### src/rtl/pwm_duty_meter.sv
// Active-low PWM readback: measures low-cycle count and period per PWM cycle.
// Define PWM_METER_STUCK_EN to also report 0 %/100 % duty on overflow.
module pwm_duty_meter #(
    parameter int CNT_MAX     = 255,
    parameter int SYNC_STAGES = 2,
    localparam int W          = $clog2(CNT_MAX + 1)
) (
    input  logic         clk,
    input  logic         rst,
    input  logic         pwm_in,
    output logic [W-1:0] duty,
    output logic [W-1:0] period,
    output logic         valid,
    output logic         ovf
);

    localparam logic [W-1:0] MAX = W'(CNT_MAX);

    typedef enum logic {
        IDLE,
        MEASURE
    } state_e;

    state_e state_q, state_d;

    logic [SYNC_STAGES-1:0] sync_q, sync_d;
    logic                   s_d_q;
    logic                   s;
    logic                   fall;

    logic [W-1:0] per_cnt_q, per_cnt_d;
    logic [W-1:0] on_cnt_q, on_cnt_d;
    logic [W-1:0] duty_q, duty_d;
    logic [W-1:0] period_q, period_d;
    logic         valid_q, valid_d;
    logic         ovf_q, ovf_d;

    assign s      = sync_q[SYNC_STAGES-1];
    assign fall   = s_d_q & ~s;
    assign sync_d = {sync_q[SYNC_STAGES-2:0], pwm_in};

    always_comb begin
        state_d   = state_q;
        per_cnt_d = per_cnt_q + 1'b1;
        on_cnt_d  = on_cnt_q + {{(W-1){1'b0}}, ~s};
        duty_d    = duty_q;
        period_d  = period_q;
        valid_d   = 1'b0;
        ovf_d     = 1'b0;

        if (fall) begin
            // The fall cycle is the first low cycle of the new period.
            per_cnt_d = {{(W-1){1'b0}}, 1'b1};
            on_cnt_d  = {{(W-1){1'b0}}, 1'b1};
            state_d   = MEASURE;
            if (state_q == MEASURE) begin
                duty_d   = on_cnt_q;
                period_d = per_cnt_q;
                valid_d  = 1'b1;
            end
        end else if (per_cnt_q == MAX) begin
            per_cnt_d = '0;
            on_cnt_d  = '0;
            state_d   = IDLE;
            ovf_d     = 1'b1;
`ifdef PWM_METER_STUCK_EN
            duty_d    = on_cnt_q;
            period_d  = MAX;
            valid_d   = 1'b1;
`else
            valid_d   = 1'b0;
`endif
        end
    end

    always_ff @(posedge clk or posedge rst) begin
        if (rst) begin
            sync_q    <= '1;
            s_d_q     <= 1'b1;
            state_q   <= IDLE;
            per_cnt_q <= '0;
            on_cnt_q  <= '0;
            duty_q    <= '0;
            period_q  <= '0;
            valid_q   <= 1'b0;
            ovf_q     <= 1'b0;
        end else begin
            sync_q    <= sync_d;
            s_d_q     <= s;
            state_q   <= state_d;
            per_cnt_q <= per_cnt_d;
            on_cnt_q  <= on_cnt_d;
            duty_q    <= duty_d;
            period_q  <= period_d;
            valid_q   <= valid_d;
            ovf_q     <= ovf_d;
        end
    end

    assign duty   = duty_q;
    assign period = period_q;
    assign valid  = valid_q;
    assign ovf    = ovf_q;

endmodule

### config.mk
export PLATFORM = sky130hd
export DESIGN_NAME = pwm_duty_meter
export DESIGN_NICKNAME = d
export VERILOG_FILES = /design/src/rtl/pwm_duty_meter.sv
export SDC_FILE = /design/constraint.sdc
export NUM_CORES = 1
export LEC_CHECK = 0
export BUFFER_PORTS_ARGS = -buffer_cell sky130_fd_sc_hd__buf_2
export CORE_ASPECT_RATIO = 1.25
export CORE_MARGIN = 2
export CORE_UTILIZATION = 41
export CTS_BUF_LIST = sky130_fd_sc_hd__clkbuf_16
export DETAILED_ROUTE_END_ITERATION = 16
export SYNTH_ARGS = -nofsm -noshare
export SYNTH_HDL_FRONTEND = slang
export SYNTH_SLANG_ARGS = --single-unit
### constraint.sdc
create_clock -name clk -period 1.53 [get_ports clk]
set_input_delay 0.306 -clock clk [delete_from_list [all_inputs] [get_ports clk]]
set_output_delay 0.306 -clock clk [all_outputs]
set_load 0.01 [all_outputs]
==> results list <==
- Library cell used as clock root buffer: sky130_fd_sc_hd__clkbuf_16
- Grt ovf: 0
- Source of the worst register-to-register timing path: sync_q[1]$_DFF_PP1_
* Total of buffers placed on input and output ports: 20
- IR drop worst, VDD: 0.000932 V
* Shortest clock period the worst path allows after layout: 1.43 ns
* Worst relative slew slack: 68.2%
* Cell area after technology mapping: 1530 µm²
* Final Hold Slack: 0.124 ns
- Summing over every cut layer, the via total after detailed routing is 999.
- STA puts the critical path data arrival time at 1.64 ns.
* Number of antenna repair diodes: 0
- Insertion delay of the later-clocked pin in the worst-skew pair: 0.28 ns
* Placed wire-length estimate: 1.78 mm
- Of the synthesized area, sequential elements account for 62.2%.
- Die height: 72.4 µm
- DIE WIDTH: 58.7 µm
- Clock tree from TritonCTS: yes
* Clock tree buffer depth: 2
- In this run the remaining antenna-violating nets after routing total 0.
- 21 I/O pins were placed.
* Ys Warns: 0
- Across the run, the number of max-cap violations was 0.
- Unrepaired setup endpoints after global routing: no
- Largest driver fanout on the critical path: 5
- Syn Inst Count: 119
* TritonCTS Buffers: 5
- CP Launch Type: flip-flop
* Total power density per cell area: 1470 nW/µm²
- H-tree depth reported by CTS: 2
- First-pass GRT wire length: 4.57 mm
- At the pin with the least slew margin, the transition time is 0.477 ns.
* Final Hold Fails: 0
* Clock-pin transition on the worst setup and hold timing paths: 0.05 ns
* Router iterations before antenna repair: 10
* Post-cts hold buffer count: 0
* Outcome: complete, but fails checks
- Part of the cycle the worst path needs: 93.5%
- Final core utilization: 53.0%
* FF+latch count, synth: 38
* Initial core utilization: 43.3%
- Violations in the final reports: design-rule violations
- For this block, the routed nets add up to 2.63 mm of wire.
- The detailed router finished its first iteration with 47 violations.
- Vias in the first global route: 1,024
- The max-slew violation count was 0.
- The final layout contains 158 nets.
- Routed vias/inst: 5.20
- The analysis attributes to cell leakage a power of 0.919 nW.
- Overall track demand over capacity in global routing: 14.9%
- Cells with a size suffix above 1 make up 37.9% of the layout.
- Top achievable clock speed: 0.699 GHz
- Overall power consumption: 0.00276 W
- For the final routed database, the setup TNS stands at 0 ns.
* Number of antenna violations at the first check in global routing: 0
- Global placer's final weighted congestion: 0.762
* Average wire per cell in the routed design: 13.7 µm
- Counting every net in the synthesized netlist gives 125.
* Worst min-delay path class: input pin to asynchronous set/reset pin
* Setup slack after layout: 0.0989 ns
* CP required: 1.74 ns
- Crit. End Element: flip-flop
- A synthesized cell averages 12.9 µm².
- Netlist cell types: 29
- Number of clock sinks: 38
* Placement-stage worst setup slack: 0.0698 ns
- In the routed design, unresolved DRC markers number 3.
* Placeable core region: 3540 µm²
- Area Growth Syn to Fin: 22.3%
* Worst clock skew on the final layout: 0.00423 ns
- Row generation in the floorplan step produced 24 rows.
- Die area: 4250 µm²
- Entering global routing, the biggest net connects 39 pins.
- By startpoint and endpoint, the worst setup path is classified as flip-flop to flip-flop.
- In this run the worst setup path begins at sync_q[1]$_DFF_PP1_.
- Endpoints failing setup: 0
[cell usage in the layout, fill, tap and decap left out]
| cell | n |
|---|---|
| sky130_fd_sc_hd__dfrtp_1 | 35 |
| sky130_fd_sc_hd__buf_2 | 20 |
| sky130_fd_sc_hd__mux2_2 | 16 |
| sky130_fd_sc_hd__nor2_1 | 8 |
| sky130_fd_sc_hd__buf_4 | 8 |
| sky130_fd_sc_hd__inv_1 | 6 |
| sky130_fd_sc_hd__o21ai_0 | 6 |
| sky130_fd_sc_hd__nand3_1 | 6 |
| sky130_fd_sc_hd__a21oi_1 | 5 |
| sky130_fd_sc_hd__clkbuf_16 | 5 |
| sky130_fd_sc_hd__or3_1 | 4 |
| sky130_fd_sc_hd__nand2_1 | 4 |
| sky130_fd_sc_hd__xnor2_1 | 3 |
| sky130_fd_sc_hd__xor2_1 | 3 |
| sky130_fd_sc_hd__dfstp_2 | 3 |
| sky130_fd_sc_hd__nand4_1 | 2 |
| sky130_fd_sc_hd__a21o_1 | 2 |
| sky130_fd_sc_hd__nor2b_1 | 1 |
| sky130_fd_sc_hd__nand2_4 | 1 |
| sky130_fd_sc_hd__nand4_2 | 1 |
| sky130_fd_sc_hd__or3_2 | 1 |
| sky130_fd_sc_hd__nand2b_1 | 1 |
| sky130_fd_sc_hd__o21ai_1 | 1 |
| sky130_fd_sc_hd__and2_1 | 1 |
| sky130_fd_sc_hd__or2_1 | 1 |
| sky130_fd_sc_hd__and3_1 | 1 |
| sky130_fd_sc_hd__o211ai_1 | 1 |
| sky130_fd_sc_hd__or4_1 | 1 |
| sky130_fd_sc_hd__a31oi_1 | 1 |
| sky130_fd_sc_hd__ha_1 | 1 |
| sky130_fd_sc_hd__ha_4 | 1 |
| sky130_fd_sc_hd__ha_2 | 1 |
| sky130_fd_sc_hd__clkinv_1 | 1 |
| sky130_fd_sc_hd__clkinv_2 | 1 |
[area by class of cell]
class / count / area (µm²)
Timing Repair Buffer: 28 / 160
Inverter: 5 / 18.8
Clock buffer: 5 / 125
Multi-Input combinational cell: 74 / 557
Sequential cell: 38 / 955
Fill cell: 331 / 1670
Tap cell: 39 / 48.8
Clock inverter: 3 / 12.5
[per-stage QoR]
| stage | std cells | instance area (µm²) |
|---|---|---|
| after floorplan | 119 | 1530 |
| after global placement | 182 | 1710 |
| after detailed placement | 182 | 1710 |
| after CTS | 190 | 1850 |
| after global routing | 192 | 1880 |
| final | 192 | 1880 |
[repair_timing]
item                                    CTS  global route
endpoints found under the setup margin    0             4
resized for setup                         0             3
setup buffers                             0             2
[power breakdown]
part / total [W] / internal, W / switching (W) / leakage [nW]
Clock: 0.000954 / 0.000588 / 0.000366 / 0.0724
Sequential: 0.00133 / 0.00118 / 0.000142 / 0.491
Combinational: 0.000482 / 0.000257 / 0.000225 / 0.356
[layer usage]
metal,share of wire (%),track usage [%]
met5,0,0
met4,1.7,9.09
met3,4.3,5.88
met2,50,22.3
met1,44,18.0
[synth_stat cells (all sizes together)]
library cell | instances | share of area [%]
or3 | 5 | 2.1
a21oi | 5 | 1.6
ha | 3 | 2.4
xor2 | 3 | 1.7
nand3 | 6 | 2.0
mux2 | 16 | 12
nor2 | 8 | 2.0
nor2b | 1 | 0.41
and2 | 1 | 0.41
xnor2 | 3 | 1.7
o21ai | 7 | 2.3
o211ai | 1 | 0.49
nand4 | 3 | 1.6
inv | 5 | 1.2
or2 | 1 | 0.41
buf | 2 | 1.2
a31oi | 1 | 0.41
a21o | 2 | 0.98
nand2 | 5 | 1.7
and3 | 1 | 0.41
dfrtp | 35 | 57
nand2b | 1 | 0.41
or4 | 1 | 0.49
dfstp | 3 | 5.1
[logic make-up (layout without fill, tap and decap cells)]
logic type	Yosys count	after routing	share of synthesized area, %
buf+inv	7	41	2.45
fa+ha+maj	3	3	2.45
mux	16	16	11.7
flops	38	38	62.2
xor+xnor	6	6	3.43
compound gates	16	16	5.79
simple gates	33	33	11.9
[state kept, by name, indices dropped and copies added (netlist names)]
name       flops
s_d_q          1
state_q        1
ovf            1
period         8
per_cnt_q      8
valid          1
on_cnt_q       8
duty           8
sync_q         2
[critical path: stages (launching register included)]
cell and delay (ns):
sky130_fd_sc_hd__dfstp_2 0.38, sky130_fd_sc_hd__inv_1 0.05, sky130_fd_sc_hd__ha_2 0.21, sky130_fd_sc_hd__nand3_1 0.19
sky130_fd_sc_hd__or3_1 0.40, sky130_fd_sc_hd__a21oi_1 0.14
[final timing paths]
kind	cells past startpoint	slack, ns	endpoint
worst max-delay path	5	0.1	on_cnt_q[7]$_DFF_PP0_
worst min-delay path	3	0.12	period[7]$_DFFE_PP0P_
worst max register to register	5	0.1	on_cnt_q[7]$_DFF_PP0_
worst min register to register	0	0.36	sync_q[1]$_DFF_PP1_
max in group asynchronous	3	1.04	sync_q[1]$_DFF_PP1_
min in group clk	1	0.13	sync_q[0]$_DFF_PP1_
Note: power is estimated with default switching activity, not from simulation.
